[config.mk]
export PLATFORM = sky130hd
export DESIGN_NAME = pipeline_hazard_controller
export DESIGN_NICKNAME = d
export VERILOG_FILES = /design/src/rtl/pipeline_hazard_controller.sv
export SDC_FILE = /design/constraint.sdc
export NUM_CORES = 1
export LEC_CHECK = 0
export BUFFER_PORTS_ARGS = -buffer_cell sky130_fd_sc_hd__buf_2
export CAP_MARGIN = 25
export CORE_ASPECT_RATIO = 1.1
export CORE_MARGIN = 3
export CORE_UTILIZATION = 37
export CTS_BUF_LIST = sky130_fd_sc_hd__clkbuf_4 sky130_fd_sc_hd__clkbuf_8
export DETAILED_ROUTE_END_ITERATION = 6
export PLACE_DENSITY = 0.61
export SLEW_MARGIN = 20
export SYNTH_ARGS = -nofsm -noshare
export SYNTH_HDL_FRONTEND = slang
export SYNTH_SLANG_ARGS = --single-unit
[constraint.sdc]
create_clock -name clk -period 1.75 [get_ports clk]
set_input_delay 0 -clock clk [delete_from_list [all_inputs] [get_ports clk]]
set_output_delay 0 -clock clk [all_outputs]
set_load 0.01 [all_outputs]
[src/rtl/pipeline_hazard_controller.sv]
// Pipeline hazard controller: stage enables, glitch-free flush flops,
// and a saturating stall-cycle counter.
module pipeline_hazard_controller #(
  parameter int REG_ADDR_W = 4,
  parameter int CNT_W      = 16
) (
  input  logic                  clk,
  input  logic                  reset_n,
  input  logic [REG_ADDR_W-1:0] id_rn,
  input  logic                  id_rn_valid,
  input  logic [REG_ADDR_W-1:0] id_rm,
  input  logic                  id_rm_valid,
  input  logic                  ex_load,
  input  logic [REG_ADDR_W-1:0] ex_rd,
  input  logic                  ex_branch_taken,
  input  logic                  mem_busy,
  input  logic                  halt_req,
  input  logic                  resume,
  input  logic                  clr_count,
  output logic                  en_pc,
  output logic                  en_ifid,
  output logic                  en_idex,
  output logic                  en_exmem,
  output logic                  en_memwb,
  output logic                  flush_ifid,
  output logic                  flush_idex,
  output logic                  halted,
  output logic [CNT_W-1:0]      stall_count
);

  typedef enum logic [4:0] {
    RUN     = 5'b00001,
    STALL   = 5'b00010,
    FLUSH   = 5'b00100,
    MEMWAIT = 5'b01000,
    HALT    = 5'b10000
  } state_e;

  state_e           state_q, state_d;
  logic             fl_ifid_q, fl_ifid_d;
  logic             fl_idex_q, fl_idex_d;
  logic             halt_q, halt_d;
  logic [CNT_W-1:0] cnt_q, cnt_d;
  logic             hz;
  logic             pc_c, ifid_c, idex_c, exmem_c, memwb_c;

  assign hz = ex_load &
              ((id_rn_valid & (id_rn == ex_rd)) |
               (id_rm_valid & (id_rm == ex_rd)));

  always_comb begin
    state_d = state_q;
    pc_c    = 1'b1;
    ifid_c  = 1'b1;
    idex_c  = 1'b1;
    exmem_c = 1'b1;
    memwb_c = 1'b1;
    unique case (state_q)
      RUN: begin
        if (ex_branch_taken) begin
          state_d = FLUSH;
        end else if (hz) begin
          state_d = STALL;
          pc_c    = 1'b0;
          ifid_c  = 1'b0;
        end else if (halt_req) begin
          state_d = HALT;
        end
      end
      STALL: begin
        state_d = RUN;
        pc_c    = 1'b0;
        ifid_c  = 1'b0;
      end
      FLUSH: begin
        state_d = RUN;
        pc_c    = 1'b0;
      end
      MEMWAIT: begin
        state_d = RUN;
        pc_c    = 1'b0;
        ifid_c  = 1'b0;
        idex_c  = 1'b0;
        exmem_c = 1'b0;
        memwb_c = 1'b0;
      end
      HALT: begin
        if (resume) state_d = RUN;
        pc_c   = 1'b0;
        ifid_c = 1'b0;
      end
      default: state_d = RUN;
    endcase
    if (mem_busy) state_d = MEMWAIT;
  end

  // Flush/halt flops are decoded from the next state so outputs are pure flop Qs
  assign fl_ifid_d = (state_d == FLUSH);
  assign fl_idex_d = (state_d == FLUSH) | (state_d == STALL);
  assign halt_d    = (state_d == HALT);

  assign en_pc    = pc_c    & ~mem_busy & reset_n;
  assign en_ifid  = ifid_c  & ~mem_busy & reset_n;
  assign en_idex  = idex_c  & ~mem_busy & reset_n;
  assign en_exmem = exmem_c & ~mem_busy & reset_n;
  assign en_memwb = memwb_c & ~mem_busy & reset_n;

  always_comb begin
    cnt_d = cnt_q;
    if (clr_count)
      cnt_d = '0;
    else if (!en_pc && (cnt_q != '1))
      cnt_d = cnt_q + CNT_W'(1);
  end

  always_ff @(posedge clk or negedge reset_n) begin
    if (!reset_n) begin
      state_q   <= RUN;
      fl_ifid_q <= 1'b0;
      fl_idex_q <= 1'b0;
      halt_q    <= 1'b0;
      cnt_q     <= '0;
    end else begin
      state_q   <= state_d;
      fl_ifid_q <= fl_ifid_d;
      fl_idex_q <= fl_idex_d;
      halt_q    <= halt_d;
      cnt_q     <= cnt_d;
    end
  end

  assign flush_ifid  = fl_ifid_q;
  assign flush_idex  = fl_idex_q;
  assign halted      = halt_q;
  assign stall_count = cnt_q;

endmodule

==> results of run 1 <==
## Yosys cell counts, drive strengths merged
cell type	count	area share
a211oi	2	0.011
a21boi	1	0.0053
a21oi	14	0.049
a22oi	1	0.0053
a31oi	1	0.0044
and4	2	0.012
buf	4	0.026
clkbuf	3	0.011
dfrtp	23	0.40
dfstp	1	0.018
dlygate4sd3	1	0.0070
ha	1	0.0088
inv	2	0.0053
mux2i	1	0.0070
nand2	8	0.023
nand3	11	0.039
nand3b	2	0.011
nand4	5	0.026
nand4bb	1	0.0079
nor2	11	0.029
nor2b	3	0.013
nor3	4	0.022
nor3b	1	0.0088
nor4	1	0.0044
nor4b	1	0.0062
o211ai	1	0.0053
o21ai	13	0.054
o31ai	3	0.016
o32a	1	0.0070
o32ai	1	0.019
or2	1	0.0044
or3	10	0.047
or4	4	0.021
xnor2	7	0.043
xor2	3	0.018
## sequential cells by signal, summed over array words and instances, names as in the netlist
register and count:
halted 1, stall_count 16, state_q 5, flush_ifid 1, flush_idex 1
## cells by family (layout without fill, tap and decap cells)
kind of cell,Yosys count,count (layout)
DFF,24,24
AOI/OAI and AO/OA,38,40
xor gates and xnor gates,10,10
muxes,1,1
buffers and inverters,10,95
adders and majority gates,1,1
and+or+nand+nor,65,65
## cell type report
class,instances,share of cell area
sequential,24,0.274
tap,50,0.0285
clock buffer,4,0.0222
inverter,2,0.00341
timing repair buffer,89,0.274
multi-input combinational,117,0.397
## through the flow
stage	std cells	power (mW)	area (um^2)	util
after floorplan	149	0.702	1430	-
after global placement	265	0.792	1880	0.509
after detailed placement	265	0.800	1880	0.509
after CTS	283	1.18	2120	0.575
after global routing	286	1.25	2200	0.597
final	286	1.19	2200	0.597
## worst paths after layout
| path | start | to | slack, ns | depth (start not counted) |
|---|---|---|---|---|
| setup / recovery | state_q[0] | stall_count[13] | -0.24 | 8 |
| hold / removal | mem_busy | state_q[4] | 0.02 | 2 |
| setup reg to reg | state_q[0] | stall_count[13] | -0.24 | 8 |
| hold reg to reg | stall_count[13] | stall_count[13] | 0.58 | 2 |
| max in group asynchronous | reset_n | state_q[0] | 1.17 | 3 |
| min in group asynchronous | reset_n | stall_count[4] | 0.28 | 3 |
## report_power, final
part	switching, mW	internal, mW	total (mW)
combinational	0.130	0.131	0.261
sequential	0.0106	0.569	0.580
clock	0.169	0.178	0.347
## per-layer routing
layer	wire length (um)	track usage	up-vias
li1	-	-	730
met1	1590	0.213	757
met2	2430	0.355	30
met3	168	0.0444	6
met4	36	0.0392	0
met5	0	0	-
## timing repair
action | 4_1_cts | 5_1_grt
pin swaps | 12 | 12
gates resized for setup | 25 | 17
endpoints found under the setup margin | 17 | 18
gates cloned | 2 | 0
hold endpoints to repair | 25 | 0
hold buffers | 2 | 0
buffers inserted | 10 | 3
==> summary.md, run 1 <==
| Metric | Value |
|---|---|
| Status | `finished, violations left` |
| Failing checks | `negative setup slack` |
| Mean Syn Cell Area | `~9.6 um^2` |
| I/O Buffers | `45` |
| Worst endpoint required time | `a little under 2 ns` |
| Initial antenna violation count | `0` |
| Core ar. | `3680 um^2` |
| Setup tns final | `-3.10 ns` |
| Remaining Overflow, GRT | `0` |
| Drt total wl | `4230 um` |
| Area of the multi-input gates | `873 um^2` |
| Post-route ant nets | `0` |
| H-tree lvl count | `1` |
| Relative slew slack | `0.737` |
| GPL Wtd Cong | `between 0.8 and 0.9` |
| Sequential share of the synthesized area | `0.423` |
| Max-slew violation count | `0` |
| Post-Synth Simple-Gate Area | `0.275` |
| Combinational family with the most area after synthesis | `simple AND/OR/NAND/NOR gates` |
| Post-synthesis adder-cell area fraction | `0.00879` |
| Hpwl dp | `2800 um` |
| Hold Slack | `0.0187 ns` |
| Global-route wire length before repair | `6990 um` |
| Worst-path clk slew | `0.09 ns` |
| Leak Pwr | `between 1 and 1.5 nW` |
| Unrepaired setup endpoints after global routing | `true` |
| Num CTS Buffers | `3` |
| Slowest library cell on the worst path | `dfstp_2` |
| Vias in the first global route | `1602` |
| Compound-gate portion of the synthesized area | `0.176` |
| Setup WS post-layout | `-0.244 ns` |
| DRC Markers | `0` |
| Endpoints failing setup | `18` |
| Die width | `65.1 um` |
| Period minus WS final | `~2.0 ns` |
| Yosys warning count | `0` |
| CP bufs+invs | `2` |
| WS Path Type | `reg2reg` |
| ANT cells | `0` |
| Routed len/inst | `14.8 um` |
| Drt via density | `5.33` |
| IO Count | `46` |
| Maxcap violations | `0` |
| Final hold viol count | `0` |
| Flip-flop and latch count after synthesis | `24` |
| Row cnt | `23` |
| DRT Pass-1 Iters | `4` |
| Most common cell after layout, fill and taps aside | `buf_2` |
| VDD IR max | `0.594 mV` |
| Initial Util | `0.387` |
| Critical Path Sink Type | `flip-flop` |
| DIE AREA | `4630 um^2` |
| Cells after Synth | `about 150` |
| Arrival time worst endpoint | `around 2.2 ns` |
| Ratio of cells with drive above 1 in the final layout | `0.517` |
| Nets | `260` |
| Largest net degree at the start of global routing | `25` |
| CTS tree | `done` |
| Slowest stage delay, CP | `0.54 ns` |
| Syn Nets | `between 150 and 200` |
| Area growth, synth to finish | `54.4%` |
| Power density over the cells | `between 500 and 600 nW/um^2` |
| Tcrit/Tclk final | `1.14` |
| Commonest cells after routing, fill and taps aside | `buf_2, buf_4, dfrtp_1, nand3_1` |
| Root Buffer | `clkbuf_8` |
| Clk_lat worst skew | `around 0.26 ns` |
| Clock Skew | `0.00805 ns` |
| Slew at the pin closest to its max-slew limit | `0.389 ns` |
| Mux share of post-synthesis cell area | `0.00703` |
| Worst Hold Class | `in2reg` |
| Post-synthesis xor/xnor area fraction | `0.0615` |
| Max Clock Freq | `501 MHz` |
| Crit path max fanout | `5` |
| Crit start category | `flip-flop` |
| Distinct cells, synth | `42` |
| CP delay by family, top | `simple AND/OR/NAND/NOR gates` |
| Post-Syn Area | `between 1000 and 1500 um^2` |
| Die Height | `71.1 um` |
| Fillers | `349` |
| Clock tree sinks | `24` |
| Max Root-Sink Buffers | `2` |
| DR vias | `1523` |
| Initial DRC count | `73` |
| Placement Setup Slack | `-0.285 ns` |
| CP Cell Sequence | `nor3b_4, nand4bb_1, o32ai_4, buf_12, o21ai_4, buf_4, or3_4, a21oi_2` |
| Register area | `603 um^2` |
| Tot GR Track Use | `0.188` |
Note: power is estimated with default switching activity, not from simulation.
==> run 2: changes to the inputs <==
- CTS_CLUSTER_SIZE: default -> 14
- SETUP_SLACK_MARGIN: default -> 0.05
==> run 2 against run 1 <==
The flow still finishes with violations (negative setup slack). Largest cell class unchanged. Via count is 3.3% lower. First-iteration DRC count is 8.2% higher. Sequential power is essentially flat. Cell count is 0.35% lower. Count of clock-buffer cells in the layout did not move. Critical path type unchanged. Non-clock buffer count down 1. Routed wire length down 5.8%. Fmax is 4.5% lower. Worst setup slack got worse by 0.094 ns. Die area did not move.
==> summary.md, run 2 (synthesized netlist as in run 1, its figures left out) <==
| Metric | Value |
|---|---|
| Hpwl dp | `2850 um (was 2800 um)` |
| Setup slack, reg-to-reg | `-0.34 ns (was -0.24 ns)` |
| Die width | `65.1 um (unchanged)` |
| Initial DRC count | `79 (was 73)` |
| Leak Pwr | `0.998 nW (was 1.00 nW)` |
| Endpoints failing setup | `18 (unchanged)` |
| DRT Pass-1 Iters | `5 (was 4)` |
| Clk_lat worst skew | `0.26 ns (about the same)` |
| Initial Util | `0.387 (unchanged)` |
| DIE AREA | `4630 um^2 (unchanged)` |
| DR vias | `1472 (was 1523)` |
| WS Path Type | `reg2reg (unchanged)` |
| Row cnt | `23 (unchanged)` |
| CP bufs+invs | `2 (unchanged)` |
| Worst endpoint required time | `1.94 ns (was 1.95 ns)` |
| Routed len/inst | `14.0 um (was 14.8 um)` |
| Nets | `259 (was 260)` |
| H-tree lvl count | `1 (unchanged)` |
| IO Count | `46 (unchanged)` |
| Remaining Overflow, GRT | `0 (unchanged)` |
| Most common cell after layout, fill and taps aside | `buf_2 (unchanged)` |
| GPL Wtd Cong | `0.828 (was 0.838)` |
| Crit start category | `flip-flop (unchanged)` |
| CTS tree | `done (unchanged)` |
| Relative slew slack | `0.751 (was 0.737)` |
| Unrepaired setup endpoints after global routing | `true (unchanged)` |
| Dpl cell area | `1900 um^2 (was 1880 um^2)` |
| Fillers | `358 (was 349)` |
| Root Buffer | `clkbuf_8 (unchanged)` |
| Ratio of cells with drive above 1 in the final layout | `0.502 (was 0.517)` |
| Setup WS post-layout | `-0.338 ns (was -0.244 ns)` |
| Post-route ant nets | `0 (unchanged)` |
| Period minus WS final | `2.09 ns (was 1.99 ns)` |
| Vias in the first global route | `1481 (was 1602)` |
| Num CTS Buffers | `3 (unchanged)` |
| Largest net degree at the start of global routing | `25 (unchanged)` |
| Critical Path Sink Type | `flip-flop (unchanged)` |
| Slowest stage delay, CP | `0.54 ns (about the same)` |
| Critical Path Most Common Cell | `buf_6` |
| Worst-path clk slew | `0.09 ns (about the same)` |
| Final non-filler cell area | `2170 um^2 (was 2200 um^2)` |
| Drt via density | `5.16 (was 5.33)` |
| CP Cell Sequence | `nor3b_4, nand2_2, o32ai_4, buf_6, o21ai_4, buf_6, or3_1, a21oi_2 (was nor3b_4, nand4bb_1, o32ai_4, buf_12, o21ai_4, buf_4, or3_4, a21oi_2)` |
| Worst Hold Class | `in2reg (unchanged)` |
| Slew at the pin closest to its max-slew limit | `0.369 ns (was 0.389 ns)` |
| Tot GR Track Use | `0.180 (was 0.188)` |
| Max Clock Freq | `479 MHz (was 501 MHz)` |
| Max Root-Sink Buffers | `2 (unchanged)` |
| ANT cells | `0 (unchanged)` |
| Global-route wire length before repair | `6690 um (was 6990 um)` |
| Slowest library cell on the worst path | `dfstp_2 (unchanged)` |
| Final hold viol count | `0 (unchanged)` |
| DRC Markers | `0 (unchanged)` |
| Max reg flops | `16 (unchanged)` |
| CP delay by family, top | `simple AND/OR/NAND/NOR gates (unchanged)` |
| Non-Filler Instances | `285 (was 286)` |
| VDD IR max | `0.302 mV (was 0.594 mV)` |
| Failing checks | `negative setup slack (unchanged)` |
| Die Height | `71.1 um (unchanged)` |
| Max-slew violation count | `0 (unchanged)` |
| Maxcap violations | `0 (unchanged)` |
| Power density over the cells | `552 nW/um^2 (was 540 nW/um^2)` |
| Clock Skew | `0.00735 ns (was 0.00805 ns)` |
| Crit path max fanout | `6 (was 5)` |
| Arrival time worst endpoint | `2.28 ns (was 2.19 ns)` |
| Status | `finished, violations left (unchanged)` |
| Drt total wl | `3980 um (was 4230 um)` |
| Initial antenna violation count | `0 (unchanged)` |
| Core ar. | `3680 um^2 (unchanged)` |
| Tcrit/Tclk final | `1.19 (was 1.14)` |
| Area growth, synth to finish | `52.2% (was 54.4%)` |
| Clock tree sinks | `24 (unchanged)` |
| DP Cell Count | `268 (was 265)` |
| I/O Buffers | `45 (unchanged)` |
| Commonest cells after routing, fill and taps aside | `buf_2, buf_4, dfrtp_1, nand3_1, nor2_1 (was buf_2, buf_4, dfrtp_1, nand3_1)` |
## run 2: cell count changes in the layout (fill, tap and decap cells not counted), moves of 2 or more
cell and change:
a21oi_1 -2, a21oi_2 +2, buf_4 +4, buf_6 -3, o21ai_0 +4, o21ai_1 +2
o21ai_2 -6, or4_1 -2, or4_4 +2
## run 2: metrics by stage
stage	total power, mW	setup TNS [ns]	hold WS (ns)	worst slack [ns]	util
global route	1.27	-6.64	0.0233	-0.438	0.588
floorplan	0.702	-0.974	-0.296	-0.113	-
detailed placement	0.801	-3.38	0.0478	-0.293	0.515
CTS	1.20	-3.00	0.00804	-0.261	0.580
global placement	0.793	-2.14	0.0505	-0.206	0.515
finish	1.20	-4.56	0.00519	-0.338	0.588
## run 2: worst paths after layout
kind / endpoint / cells after the start / start
setup / recovery: stall_count[2] / 8 / state_q[0]
min in group asynchronous: stall_count[3] / 3 / reset_n
max in group asynchronous: state_q[0] / 3 / reset_n
hold / removal: state_q[1] / 2 / mem_busy
setup reg to reg: stall_count[2] / 8 / state_q[0]
hold reg to reg: stall_count[6] / 2 / stall_count[6]
## run 2: final cells by class
cell class,count,area [um^2],share of cell area
multi-input cells,117,866,0.400
flip-flops and latches,24,602,0.278
repair buffers,88,574,0.265
well taps,50,62.6,0.0289
clock buffers,4,55.1,0.0254
inverters,2,7.51,0.00346
## run 2: power breakdown
part	leakage (nW)	internal (mW)	total, mW	switching [mW]
sequential	0.327	0.569	0.579	0.0102
clock	0.0288	0.201	0.377	0.176
combinational	0.643	0.118	0.241	0.123
## run 2: what timing repair did
item,CTS,global route
gates resized for setup,21,10
setup endpoints to repair,18,21
hold buffers,2,0
endpoints found under the hold margin,25,0
pin swaps,12,9
cloned,2,0
buffers inserted,9,1
## run 2: routing by layer
metal	wire [um]	global-route usage
met1	1590	0.216
met4	10	0.0300
met3	149	0.0270
met5	0	0
met2	2230	0.343
==> run 3: changes to the inputs <==
- ABC_AREA: default -> 1
- PLACE_DENSITY: 0.61 -> 0.59
==> run 3 against run 2 <==
The run now ends clean. Design area rose by 3.9%. Via count rose by 12%. Clock power rose by 30%. Clock skew fell by 0.0061 ns. Synthesized cell count rose by 54%. Die area rose by 21%. Count of clock-buffer cells in the layout fell by 1. Sequential cell count did not move. Routed wire length rose by 3.5%. Largest cell class unchanged. Highest routed layer unchanged.
==> summary.md, run 3 <==
| Metric | Value |
|---|---|
| Status | `finished, final reports clean (was finished, violations left)` |
| H-tree lvl count | `1 (unchanged)` |
| Post-synth top cells | `nand2_1, inv_1, dfrtp_1, nor2_1 (was dfrtp_1, a21oi_1, o21ai_0, nand3_1, nor2_1)` |
| Drt total wl | `4120 um (was 3980 um)` |
| Area growth, synth to finish | `28.4% (was 52.2%)` |
| Hpwl dp | `2990 um (was 2850 um)` |
| DR vias | `1644 (was 1472)` |
| Period minus WS final | `1.66 ns (was 2.09 ns)` |
| Final hold viol count | `0 (unchanged)` |
| Ys flop type | `dfrtp_1 (unchanged)` |
| Initial DRC count | `62 (was 79)` |
| Max reg flops | `16 (unchanged)` |
| Finished Core Util | `0.507 (was 0.588)` |
| Crit start category | `flip-flop (unchanged)` |
| Die width | `71.7 um (was 65.1 um)` |
| Maxcap violations | `0 (unchanged)` |
| Post-route ant nets | `0 (unchanged)` |
| Root Buffer | `clkbuf_8 (unchanged)` |
| Flip-flop and latch count after synthesis | `24 (unchanged)` |
| Initial Util | `0.395 (was 0.387)` |
| Routed len/inst | `12.0 um (was 14.0 um)` |
| Relative slew slack | `0.788 (was 0.751)` |
| Synth area leaders | `dfrtp_1, nand2_1, inv_1 (was dfrtp_1, a21oi_1, xnor2_1)` |
| Reg power frac | `0.451 (was 0.484)` |
| Yosys top cell area share | `0.328 (was 0.404)` |
| Global-route wire length before repair | `7020 um (was 6690 um)` |
| Syn Nets | `252 (was 172)` |
| Cells after Synth | `229 (was 149)` |
| Commonest cells after routing, fill and taps aside | `nand2_1, buf_2, inv_1, dfrtp_1, nor2_1 (was buf_2, buf_4, dfrtp_1, nand3_1, nor2_1)` |
| Crit path max fanout | `3 (was 6)` |
| Clk_lat worst skew | `0.27 ns (was 0.26 ns)` |
| Asr flop ratio synth | `1.00 (unchanged)` |
| Number of synthesized flops with an enable pin | `0 (unchanged)` |
| Worst endpoint required time | `1.75 ns (was 1.94 ns)` |
| Clk pwr share | `0.380 (was 0.315)` |
| Core ar. | `4440 um^2 (was 3680 um^2)` |
| Cell with the most instances after synthesis | `nand2_1 (was dfrtp_1)` |
| Yosys warning count | `0 (unchanged)` |
| Critical Path Sink Type | `output port (was flip-flop)` |
| Ratio of cells with drive above 1 in the final layout | `0.344 (was 0.502)` |
| Num CTS Buffers | `3 (unchanged)` |
| VDD IR max | `0.339 mV (was 0.302 mV)` |
| Drt via density | `4.81 (was 5.16)` |
| Leak Pwr | `1.28 nW (was 0.998 nW)` |
| Vias in the first global route | `1559 (was 1481)` |
| Max Clock Freq | `601 MHz (was 479 MHz)` |
| DIE AREA | `5600 um^2 (was 4630 um^2)` |
| IO Count | `46 (unchanged)` |
| Row cnt | `25 (was 23)` |
| Nets | `312 (was 259)` |
| Clock tree sinks | `24 (unchanged)` |
| Tot GR Track Use | `0.154 (was 0.180)` |
| Remaining Overflow, GRT | `0 (unchanged)` |
| Clock Skew | `0.00125 ns (was 0.00735 ns)` |
| Tcrit/Tclk final | `0.951 (was 1.19)` |
| Int Power | `968 uW (was 888 uW)` |
| Mean Syn Cell Area | `7.66 um^2 (was 9.56 um^2)` |
| Switching part of the total | `0.251 (was 0.258)` |
| Arrival time worst endpoint | `1.66 ns (was 2.28 ns)` |
| Post-Syn Area | `1750 um^2 (was 1420 um^2)` |
| Combinational power share | `0.169 (was 0.201)` |
| NetSw | `325 uW (was 309 uW)` |
| Largest net degree at the start of global routing | `25 (unchanged)` |
| Distinct cells, synth | `30 (was 42)` |
| GPL Wtd Cong | `0.820 (was 0.828)` |
| DRC Markers | `0 (unchanged)` |
| Max Root-Sink Buffers | `2 (unchanged)` |
| Sequential share of the synthesized area | `0.343 (was 0.423)` |
| ANT cells | `0 (unchanged)` |
| Unrepaired setup endpoints after global routing | `true (unchanged)` |
| Endpoints failing setup | `0 (was 18)` |
| Worst Hold Class | `in2reg (unchanged)` |
| WS Path Type | `reg2out (was reg2reg)` |
| Slew at the pin closest to its max-slew limit | `0.318 ns (was 0.369 ns)` |
| Worst-path clk slew | `0.09 ns (about the same)` |
| Hold Slack | `0.0286 ns (was 0.00519 ns)` |
| Most common cell after layout, fill and taps aside | `nand2_1 (was buf_2)` |
| Max-slew violation count | `0 (unchanged)` |
| Power density over the cells | `574 nW/um^2 (was 552 nW/um^2)` |
| I/O Buffers | `45 (unchanged)` |
| CTS tree | `done (unchanged)` |
| Die Height | `78.2 um (was 71.1 um)` |
| Initial antenna violation count | `0 (unchanged)` |
| Synth area leader | `dfrtp_1 (unchanged)` |
| DRT Pass-1 Iters | `4 (was 5)` |
run 3: worst paths after layout:
check,cells past startpoint,slack (ns),start,end
setup / recovery,8,0.09,state_q[0],en_pc
hold reg to reg,2,0.56,stall_count[1],stall_count[1]
max in group asynchronous,3,1.17,reset_n,state_q[0]
setup reg to reg,9,0.13,state_q[0],stall_count[6]
min in group asynchronous,3,0.29,reset_n,stall_count[4]
hold / removal,3,0.03,resume,state_q[0]
run 3: logic make-up (layout without fill, tap and decap cells):
kind of cell / Yosys count / in the layout / share of synthesized area
DFF: 24 / 24 / 0.343
adders and majority gates: 1 / 1 / 0.00713
buffers and inverters: 46 / 105 / 0.118
and+or+nand+nor: 138 / 138 / 0.441
xor gates and xnor gates: 15 / 15 / 0.0749
AOI/OAI and AO/OA: 5 / 5 / 0.0164
run 3: repair_timing:
action	in CTS	in global routing
endpoints found under the setup margin	1	18
buffers inserted	6	4
gates resized for setup	5	8
endpoints found under the hold margin	27	0
hold buffers	3	0
pin swaps	8	4
run 3: through the flow:
stage	power, mW	TNS, ns	area (um^2)	setup WS (ns)	std cells
after detailed placement	0.780	0	2020	0.103	325
after global routing	1.35	-0.00225	2250	-0.00225	342
after floorplan	0.708	0	1750	0.217	229
final	1.29	0	2250	0.0851	342
after global placement	0.779	0	2020	0.108	325
after CTS	1.29	0	2190	0.0566	338
run 3: routing by layer:
layer / vias up / wire, um / track usage
met4: 0 / 61 / 0.0508
li1: 859 / - / -
met1: 756 / 2030 / 0.211
met5: - / 0 / 0
met2: 25 / 1890 / 0.248
met3: 4 / 140 / 0.0205
run 3: worst max-delay path: stages (launching register included):
cell and delay, ns:
dfstp_2 0.60, nor2_4 0.06, nand3_2 0.07, nand3_2 0.09, nor3_4 0.18, nand3_4 0.12, buf_6 0.14, inv_2 0.04
buf_6 0.09
run 3: power by group through the flow:
stage / combinational [mW] / clock, mW / sequential [mW]
finish: 0.219 / 0.491 / 0.583
global placement: 0.187 / 0 / 0.592
floorplan: 0.112 / 0 / 0.596
global route: 0.245 / 0.521 / 0.585
detailed placement: 0.187 / 0 / 0.592
CTS: 0.207 / 0.504 / 0.582
run 3: cell type report:
cell class                 count  area (um^2)
fill                         460         2190
clock inverter                 1         30.0
clock buffer                   3         41.3
timing repair buffer          64          395
tap                           54         67.6
inverter                      37          139
sequential                    24          602
multi-input combinational    159          977
